==> src/rtl/bp_fe_btb_update_queue.sv <==
// Purpose: small update queue in front of the BTB write port. It coalesces same-index updates behind the head.
// Latency: an update enqueued at edge N shows on w_v_o in cycle N+1. There is no combinational bypass.
// Backpressure: upd_ready_o drops when the queue is full. The head is retired only on w_yumi_i.
//
// Ports:
//   clk_i, reset_n_i         clock, asynchronous active-low reset
//   flush_i                  drops every queued update (wins over enqueue/dequeue)
//   btb_init_done_i          gates w_v_o while the BTB is still clearing
//   upd_*                    training update in (valid/ready), site sliced into idx/tag on entry
//   w_*                      head entry toward the BTB write port, w_yumi_i retires it
//   count_o                  occupancy 0..els_p
module bp_fe_btb_update_queue #(
    parameter int vaddr_width_p   = 39,
    parameter int btb_idx_width_p = 6,
    parameter int btb_tag_width_p = 10,
    parameter int els_p           = 4
) (
    input  logic                         clk_i,
    input  logic                         reset_n_i,
    input  logic                         flush_i,
    input  logic                         btb_init_done_i,
    input  logic                         upd_v_i,
    output logic                         upd_ready_o,
    input  logic                         upd_clr_i,
    input  logic                         upd_jmp_i,
    input  logic [vaddr_width_p-1:0]     upd_site_i,
    input  logic [vaddr_width_p-1:0]     upd_tgt_i,
    output logic                         w_v_o,
    output logic                         w_clr_o,
    output logic                         w_jmp_o,
    output logic [btb_tag_width_p-1:0]   w_tag_o,
    output logic [btb_idx_width_p-1:0]   w_idx_o,
    output logic [vaddr_width_p-1:0]     w_tgt_o,
    input  logic                         w_yumi_i,
    output logic [$clog2(els_p+1)-1:0]   count_o
);

    localparam int ptr_w_lp = $clog2(els_p);
    localparam int cnt_w_lp = $clog2(els_p + 1);
    localparam logic [cnt_w_lp-1:0] full_cnt_lp = cnt_w_lp'(els_p);
    localparam logic [cnt_w_lp-1:0] two_cnt_lp  = cnt_w_lp'(2);
    localparam logic [ptr_w_lp-1:0] last_ptr_lp = ptr_w_lp'(els_p - 1);

    typedef struct packed {
        logic                       clr;
        logic                       jmp;
        logic [btb_tag_width_p-1:0] tag;
        logic [btb_idx_width_p-1:0] idx;
        logic [vaddr_width_p-1:0]   tgt;
    } entry_t;

    entry_t                mem_q [els_p];
    entry_t                mem_d [els_p];
    logic [ptr_w_lp-1:0]   head_q, head_d;
    logic [ptr_w_lp-1:0]   tail_q, tail_d;
    logic [cnt_w_lp-1:0]   count_q, count_d;

    entry_t                upd_entry;
    entry_t                head_entry;
    logic [ptr_w_lp-1:0]   tail_last;
    logic                  enq, deq, coalesce, push;

    function automatic logic [ptr_w_lp-1:0] ptr_inc(input logic [ptr_w_lp-1:0] p);
        return (p == last_ptr_lp) ? '0 : p + 1'b1;
    endfunction

    // Site bits below the word offset and above the tag are never stored.
    logic unused_site_bits;
    assign unused_site_bits = ^{upd_site_i[1:0],
                                upd_site_i[vaddr_width_p-1:2+btb_idx_width_p+btb_tag_width_p]};

    assign upd_entry.clr = upd_clr_i;
    assign upd_entry.jmp = upd_jmp_i;
    assign upd_entry.tag = upd_site_i[2+btb_idx_width_p +: btb_tag_width_p];
    assign upd_entry.idx = upd_site_i[2 +: btb_idx_width_p];
    assign upd_entry.tgt = upd_tgt_i;

    assign head_entry  = mem_q[head_q];
    assign tail_last   = (tail_q == '0) ? last_ptr_lp : tail_q - 1'b1;

    // Ready depends only on registered occupancy, so a full queue stays
    // unready even in a cycle where the head retires.
    assign upd_ready_o = (count_q != full_cnt_lp);
    assign w_v_o       = (count_q != '0) & btb_init_done_i;
    assign w_clr_o     = head_entry.clr;
    assign w_jmp_o     = head_entry.jmp;
    assign w_tag_o     = head_entry.tag;
    assign w_idx_o     = head_entry.idx;
    assign w_tgt_o     = head_entry.tgt;
    assign count_o     = count_q;

    assign enq = upd_v_i & upd_ready_o;
    // Gated on occupancy so an illegal yumi cannot wrap the counter.
    assign deq = w_yumi_i & (count_q != '0);
    // With two or more entries the tail-most one is never the head, so
    // overwriting it cannot disturb data the BTB may be sampling.
    assign coalesce = enq & (count_q >= two_cnt_lp) & (mem_q[tail_last].idx == upd_entry.idx);
    assign push     = enq & ~coalesce;

    always_comb begin
        mem_d   = mem_q;
        head_d  = head_q;
        tail_d  = tail_q;
        count_d = count_q;
        if (flush_i) begin
            head_d  = '0;
            tail_d  = '0;
            count_d = '0;
        end else begin
            if (coalesce) begin
                mem_d[tail_last] = upd_entry;
            end else if (push) begin
                mem_d[tail_q] = upd_entry;
                tail_d        = ptr_inc(tail_q);
            end
            if (deq) begin
                head_d = ptr_inc(head_q);
            end
            unique case ({push, deq})
                2'b10:   count_d = count_q + 1'b1;
                2'b01:   count_d = count_q - 1'b1;
                default: count_d = count_q;
            endcase
        end
    end

    always_ff @(posedge clk_i or negedge reset_n_i) begin
        if (!reset_n_i) begin
            head_q  <= '0;
            tail_q  <= '0;
            count_q <= '0;
            for (int i = 0; i < els_p; i++) begin
                mem_q[i] <= '0;
            end
        end else begin
            head_q  <= head_d;
            tail_q  <= tail_d;
            count_q <= count_d;
            mem_q   <= mem_d;
        end
    end

    a_yumi_needs_valid: assert property (@(posedge clk_i) disable iff (!reset_n_i)
        w_yumi_i |-> w_v_o);
    a_count_in_range: assert property (@(posedge clk_i) disable iff (!reset_n_i)
        count_q <= full_cnt_lp);
    a_no_underflow: assert property (@(posedge clk_i) disable iff (!reset_n_i)
        (count_q == '0) |-> !w_yumi_i);

endmodule

==> config.mk <==
export PLATFORM = sky130hd
export DESIGN_NAME = bp_fe_btb_update_queue
export DESIGN_NICKNAME = d
export VERILOG_FILES = /design/src/rtl/bp_fe_btb_update_queue.sv
export SDC_FILE = /design/constraint.sdc
export NUM_CORES = 1
export LEC_CHECK = 0
export ABC_AREA = 1
export ABC_CLOCK_PERIOD_IN_PS = 5900
export BUFFER_PORTS_ARGS = -buffer_cell sky130_fd_sc_hd__buf_2
export CAP_MARGIN = 20
export CORE_UTILIZATION = 62
export DETAILED_ROUTE_END_ITERATION = 7
export PLACE_DENSITY_LB_ADDON = 0.3
export SYNTH_ARGS = -nofsm -noshare
export SYNTH_HDL_FRONTEND = slang
export SYNTH_SLANG_ARGS = --single-unit
export TNS_END_PERCENT = 10
==> constraint.sdc <==
create_clock -name clk_i -period 5.9 [get_ports clk_i]
set_input_delay 0.885 -clock clk_i [delete_from_list [all_inputs] [get_ports clk_i]]
set_output_delay 0.885 -clock clk_i [all_outputs]
set_load 0.005 [all_outputs]
After elaboration in Yosys (flattened, before gate mapping):

Cells that the tools add are included.

* flip-flop bits (word level): 235
* latch bits: 0
* RAM bits: 0
* ROM bits: 0
* bits of input ports: 86
* output and inout bits: 62
* word-level logic and storage cells: 86
* memories: 0

* add/sub/neg operators: 5
* multiply operators: 0
* divide/modulo/power cells: 0
* magnitude comparators: 6
* eq/ne operators: 7
* shifts and indexed selects: 0
* multiplexer cells: 24
* bitwise logic cells: 11
* reduce and logical (&&, ||, !) cells: 10

Operators with widths (number)
* $bwmux W228: 2
* $mux W228: 2
* $bmux W57 S2: 2
* $demux W57 S2: 2
* $mux W57: 4
* $mux W45: 2
* $mux W2: 8
* $ge A3 B3 Y1 const B: 3
* $not A2 Y3: 3
* $and A1 B1 Y1: 6
* $eq A2 B2 Y1 const B: 3
* $eq A6 B6 Y1: 1
* $lt A3 B1 Y1 const B: 2
* $pmux W3 S2: 1
* $reduce_bool A2 Y1: 3
* $reduce_bool A3 Y1: 2
* $add A2 B1 Y2 const B: 2
* $reduce_and A2 Y1: 2
* $add A3 B1 Y3 const B: 1
* $ge A3 B2 Y1 const B: 1
* $mux W3: 1
* $ne A3 B3 Y1 const B: 1
* $sub A3 B1 Y3 const B: 1
* $eq A2 B1 Y1 const B: 1
* other kinds (5): 7

Logic depth before layout (Yosys ltp):

* word-level depth: 13
* gate-level depth with buffers: 23
* mapped depth without buffers: 23

Worst setup path after synthesis:

No wires, ideal clock.

* path type: reg2reg
* start point: register tail_q[0]
* end point: register count_q[2] (netlist: count_o[2])
* setup time: 118 ps
* data arrival time: 2739 ps
* required time: 5782 ps
* path slack: 3044 ps
* stages on the path, launching flop included: 22
* buffers on the path: 1
* clock period less this slack: 2856 ps
* path through: dfrtp_1 inv_2 ha_1 buf_2 clkinv_1 nand3_1 nand3_1 nand2_1 inv_1 nand2_1 nor2_4 nand2_4 nand2_1 nand2_1 inv_1 fa_1 xor2_1 inv_1 nand3_1 nand2_1 nand2_1 nand2_1

* longest elaborated chain between the ends: 13
* elaborated cells on any way between the ends: 16
* classes of those cells: 1 x add/sub; 3 x eq/ne; 6 x mux; 4 x bitwise; 2 x reduce/logical

RTL lines
* start: declaration: RTL line 55 `logic [ptr_w_lp-1:0] tail_q, tail_d;`
* start signal: assignment: RTL line 137 `tail_q <= tail_d;`
* $sub A2 B1 Y2 or $logic_not A2 Y1 (tied branches): RTL line 79 `assign tail_last = (tail_q == '0) ? last_ptr_lp : tail_q - 1'b1;`
* $mux W2 *: RTL line 79
* $not A2 Y3 (implied by the code) *: RTL line 97 `assign coalesce = enq & (count_q >= two_cnt_lp) & (mem_q[tail_last].idx == upd_entry.idx);`
* $bmux W57 S2 *: RTL line 97
* $mux W45 (implied by the code) * (2 in series): RTL line 97
* $eq A6 B6 Y1 *: RTL line 97
* $and A1 B1 Y1 *: RTL line 97
* $not A1 Y1 *: RTL line 98 `assign push = enq & ~coalesce;`
* $and A1 B1 Y1 *: RTL line 98
* $eq A2 B1 Y1 or $eq A2 B2 Y1 (tied branches): RTL line 119 `unique case ({push, deq})`
* $pmux W3 S2: RTL line 119
* $mux W3: RTL line 105 `if (flush_i) begin`
* end signal: assignment: RTL line 138 `count_q <= count_d;`
* end: declaration: RTL line 56 `logic [cnt_w_lp-1:0] count_q, count_d;`

Every way passes the cells marked *; elsewhere a longest branch is shown, timed or not. The select of a mux whose other input is x is not followed.
A chain may end at the register's enable or synchronous reset.

Worst setup path after layout:

* start point: register tail_q[0]
* end point: register mem_q[63] in the netlist's numbering

* longest elaborated chain between the ends: 12
* elaborated cells on any way between the ends: 28
* classes of those cells: 1 x add/sub; 4 x order compare; 1 x eq/ne; 12 x mux; 5 x bitwise; 5 x reduce/logical

RTL lines
* $sub A2 B1 Y2 or $logic_not A2 Y1 (tied branches): RTL line 79
* $mux W2: RTL line 79
* $not A2 Y3 (implied by the code): RTL line 97, 111
* $bmux W57 S2: RTL line 97
* $mux W45 (implied by the code) (2 in series): RTL line 97
* $eq A6 B6 Y1: RTL line 97
* $and A1 B1 Y1: RTL line 97
* $not A1 Y1: RTL line 98
* $and A1 B1 Y1: RTL line 98
* $reduce_bool A2 Y1 (no source line)
* $reduce_and A2 Y1 (no source line)
* end signal: assignment: RTL line 139 `mem_q <= mem_d;`
* end: declaration: RTL line 52 `entry_t mem_q [els_p];`

Several ways; a longest one is shown, not always the timed one. The select of a mux whose other input is x is not followed.

==> impl_metrics.prom <==
# TYPE chip_impl_metric gauge
chip_impl_info{name="dr.max_layer_used",value="met5"} 1
chip_impl_metric{name="synth_top_area_share",unit=""} 0.543
chip_impl_metric{name="instances_no_fill",unit=""} 1591
chip_impl_metric{name="worstPathArrival",unit="ps"} 4470
chip_impl_metric{name="final_nets",unit=""} 1447
chip_impl_metric{name="largest_net_degree_at_the_start_of_global_routing",unit=""} 125
chip_impl_metric{name="htree_levels",unit=""} 1
chip_impl_metric{name="synth_area_per_cell",unit="µm²"} 8.47
chip_impl_metric{name="worst_skew_late_latency",unit="ps"} 510
chip_impl_metric{name="fin_setup_tns",unit="ps"} 0
chip_impl_metric{name="clkSinkCount",unit=""} 235
chip_impl_metric{name="grt_first_pass_wirelength",unit="µm"} 41600
chip_impl_metric{name="areaGrowthSynthToFinish",unit="%"} 12.9
chip_impl_metric{name="setup-violations-final",unit=""} 0
chip_impl_metric{name="wl",unit="µm"} 25500
chip_impl_metric{name="peakVddDrop",unit="mV"} 0.280
chip_impl_metric{name="utilization",unit=""} 0.727
chip_impl_metric{name="cellLeakagePower",unit="nW"} 6.15
chip_impl_metric{name="worst-slew-pin-transition",unit="ps"} 981
chip_impl_metric{name="cts_setup_buffers",unit=""} 0
chip_impl_metric{name="yosys.cell_types.count",unit=""} 27
chip_impl_metric{name="power_density",unit="nW/µm²"} 532
chip_impl_metric{name="ioPinCount",unit=""} 148
chip_impl_metric{name="pre_cts_slack",unit="ps"} 1940
chip_impl_metric{name="post_cts_resize_count",unit=""} 0
chip_impl_metric{name="gp_congestion",unit=""} 0.813
chip_impl_metric{name="fill_cells",unit=""} 1313
chip_impl_metric{name="setup_ws",unit="ps"} 1850
chip_impl_metric{name="rrSetupSlack",unit="ps"} 1850
chip_impl_metric{name="synth_sequential_area_ratio",unit=""} 0.543
chip_impl_info{name="tritoncts",value="done"} 1
chip_impl_metric{name="die_h",unit="µm"} 134
chip_impl_metric{name="die_x",unit="µm"} 134
chip_impl_metric{name="antenna_found_initial",unit=""} 1
chip_impl_info{name="crit_family",value="buffers and inverters"} 1
chip_impl_info{name="netlist_top_cells_area",value="sky130_fd_sc_hd__dfrtp_1 54%, sky130_fd_sc_hd__nand2_1 10%, sky130_fd_sc_hd__o21ai_1 8.9%"} 1
chip_impl_metric{name="fin_crit",unit="ps"} 4050
chip_impl_metric{name="vias",unit=""} 9091
chip_impl_metric{name="dr_wl_met2",unit="µm"} 12500
chip_impl_metric{name="start_util",unit=""} 0.644
chip_impl_metric{name="slew-limit-headroom",unit=""} 0.342
chip_impl_metric{name="path_clk_slew",unit="ps"} 60
chip_impl_info{name="status",value="complete, no violations"} 1
chip_impl_metric{name="cts_buffers",unit=""} 24
chip_impl_metric{name="grt_util_all_layers",unit=""} 0.286
chip_impl_metric{name="drt.antenna.violating_nets",unit=""} 0
chip_impl_info{name="worst_r2r_endpoint",value="mem_q[63]"} 1
chip_impl_info{name="critical_path.reg2reg.startpoint",value="tail_q[0]"} 1
chip_impl_metric{name="place_inst",unit=""} 1547
chip_impl_metric{name="critical_path_buf_inv_count",unit=""} 4
chip_impl_metric{name="detail_route.wl_per_cell",unit="µm"} 16.1
chip_impl_metric{name="synth_seq_cells",unit=""} 235
chip_impl_metric{name="drcViolationCount",unit=""} 0
chip_impl_metric{name="max_cap_viol_count",unit=""} 0
chip_impl_metric{name="synthesis.area",unit="µm²"} 10800
chip_impl_info{name="cts_root_buf",value="sky130_fd_sc_hd__clkbuf_16"} 1
chip_impl_metric{name="wl_met3",unit="µm"} 1690
chip_impl_metric{name="synth_edf_count",unit=""} 0
chip_impl_metric{name="clock_path_buffers",unit=""} 3
chip_impl_metric{name="buffer_ports.inserted",unit=""} 124
chip_impl_info{name="criticalPathCategory",value="flop to flop"} 1
chip_impl_metric{name="detail_route.vias_per_cell",unit=""} 5.71
chip_impl_metric{name="via_count_of_the_first_global_routing_pass",unit=""} 8446
chip_impl_info{name="end_kind",value="flop"} 1
chip_impl_metric{name="postSynthNetCount",unit=""} 1372
chip_impl_metric{name="crit_path_max_fanout",unit=""} 80
chip_impl_info{name="cpMostUsedCell",value="sky130_fd_sc_hd__nand2_1"} 1
chip_impl_metric{name="syn-instance-count",unit=""} 1279
chip_impl_info{name="worst_path_max_delay_cell",value="sky130_fd_sc_hd__buf_4"} 1
chip_impl_info{name="critical_path.startpoint_type",value="flop"} 1
chip_impl_metric{name="finClkSkew",unit="ps"} 9.00
chip_impl_metric{name="slew_viol_final",unit=""} 0
chip_impl_metric{name="final_period_utilization",unit=""} 0.686
chip_impl_info{name="synth_area_leader_cell",value="sky130_fd_sc_hd__dfrtp_1"} 1
chip_impl_metric{name="drive_gt1_frac",unit=""} 0.152
chip_impl_info{name="crit_path_cell_trace",value="inv_2, ha_1, clkinv_1, nand3_1, nand2_1, nand2_1, nand2_1, inv_1, nand2_1, nor2_4, nand3_1, nand3_4, buf_4, nand2_1, o21ai_1"} 1
chip_impl_metric{name="global_route.overflow_total",unit=""} 0
chip_impl_metric{name="critPathMaxStageDelay",unit="ps"} 750
chip_impl_info{name="synth_most_common_cell",value="sky130_fd_sc_hd__nand2_1"} 1
chip_impl_metric{name="dp_hpwl",unit="µm"} 14200
chip_impl_metric{name="final.hold.worst_slack",unit="ps"} 439
chip_impl_metric{name="initialDrtViolationCount",unit=""} 776
chip_impl_metric{name="drt_first_pass_iters",unit=""} 5
chip_impl_info{name="synth_top_cells_by_count",value="290 x sky130_fd_sc_hd__nand2_1, 235 x sky130_fd_sc_hd__dfrtp_1, 192 x sky130_fd_sc_hd__o21ai_1"} 1
chip_impl_metric{name="row_count",unit=""} 47
chip_impl_metric{name="maxClockFrequency",unit="MHz"} 247
chip_impl_metric{name="worst-endpoint-required",unit="ps"} 6320
chip_impl_metric{name="rr_worst_depth",unit=""} 15
chip_impl_metric{name="async_reset_ff_frac",unit=""} 1.00
chip_impl_metric{name="timing_hold_violations_final",unit=""} 0
chip_impl_info{name="grt_setup_unrepaired",value="false"} 1
chip_impl_metric{name="detail_route.wirelength.met1",unit="µm"} 11000
chip_impl_metric{name="die_area",unit="µm²"} 18000
chip_impl_metric{name="synthesis.yosys.warnings",unit=""} 0
chip_impl_metric{name="core_area",unit="µm²"} 16800
chip_impl_info{name="min_path_type",value="primary input to async pin"} 1
chip_impl_info{name="most_used_flip_flop_cell_after_synthesis",value="sky130_fd_sc_hd__dfrtp_1"} 1
chip_impl_metric{name="hold_buffers",unit=""} 0
chip_impl_metric{name="antenna_cells",unit=""} 0
## sequential cells by signal, summed over array words and instances (netlist names)
| signal | cells |
|---|---|
| count_o | 3 |
| mem_q | 228 |
| head_q | 2 |
| tail_q | 2 |
## cells in the final DEF, fill, tap and decap left out, types with 2 or more instances in the layout
master / n
sky130_fd_sc_hd__nand2_1: 290
sky130_fd_sc_hd__dfrtp_1: 234
sky130_fd_sc_hd__o21ai_1: 192
sky130_fd_sc_hd__o21ai_0: 132
sky130_fd_sc_hd__buf_2: 123
sky130_fd_sc_hd__nor2_1: 115
sky130_fd_sc_hd__inv_1: 75
sky130_fd_sc_hd__o22ai_1: 55
sky130_fd_sc_hd__nand3_1: 40
sky130_fd_sc_hd__clkbuf_16: 25
sky130_fd_sc_hd__o21ai_2: 20
sky130_fd_sc_hd__buf_4: 11
sky130_fd_sc_hd__a21oi_1: 8
sky130_fd_sc_hd__ha_1: 6
sky130_fd_sc_hd__clkinv_2: 5
sky130_fd_sc_hd__clkbuf_8: 5
sky130_fd_sc_hd__nand4_1: 4
sky130_fd_sc_hd__clkbuf_1: 4
sky130_fd_sc_hd__bufinv_16: 4
sky130_fd_sc_hd__clkinv_1: 3
sky130_fd_sc_hd__nand2_4: 3
sky130_fd_sc_hd__inv_2: 2
sky130_fd_sc_hd__nor2_4: 2
sky130_fd_sc_hd__nand3_4: 2
sky130_fd_sc_hd__buf_12: 2
## cell families after synthesis
family,Yosys count,share of synthesized area
DFF,235,0.543
adders and majority gates,7,0.00878
xor gates and xnor gates,1,0.000809
and+or+nand+nor,459,0.169
buffers and inverters,169,0.0761
AOI/OAI and AO/OA,408,0.202
## worst register-to-register path: cells and delay by family (launching register included)
family	cells	cell delay [ps]
adders and majority gates	1	530
buffers and inverters	4	1280
and+or+nand+nor	9	1330
AOI/OAI and AO/OA	1	120
DFF	1	720
## layout make-up
type	instances	area, µm²	area share
Clock inverter	9	149	0.0122
Multi-Input combinational cell	875	4150	0.340
Sequential cell	235	5880	0.481
Tap cell	220	275	0.0225
Inverter	81	305	0.0250
Timing Repair Buffer	137	753	0.0616
Clock buffer	34	709	0.0580
## metal layers
| layer | global-route usage | vias to the layer above |
|---|---|---|
| met5 | 0 | - |
| met4 | 0.0487 | 2 |
| met2 | 0.484 | 322 |
| li1 | - | 4410 |
| met3 | 0.0435 | 38 |
| met1 | 0.398 | 4319 |
## metrics by stage
stage	instance area (µm²)	total power, W
after global routing	12200	0.00695
final	12200	0.00650
after floorplan	10800	0.00413
after global placement	11400	0.00475
after detailed placement	11400	0.00485
after CTS	12200	0.00651
## worst max path at each step
| stage | start | end | slack, ps | depth (start not counted) |
|---|---|---|---|---|
| global route | tail_q[0] | mem_q[74] | 1500 | 15 |
| global placement | tail_q[0] | mem_q[95] | 2020 | 14 |
| CTS | tail_q[0] | mem_q[76] | 1900 | 13 |
| detailed placement | tail_q[0] | mem_q[89] | 1940 | 15 |
| floorplan | tail_q[0] | count_o[2] | 3040 | 21 |
| finish | tail_q[0] | mem_q[63] | 1850 | 15 |
## where the power goes
part,total (W),switching [W],internal (W)
clock network,0.00162,0.000610,0.00101
logic,0.00212,0.00124,0.000880
registers,0.00276,0.000416,0.00234
total,0.00650,0.00227,0.00423
Power figures use the tool's default switching activity.
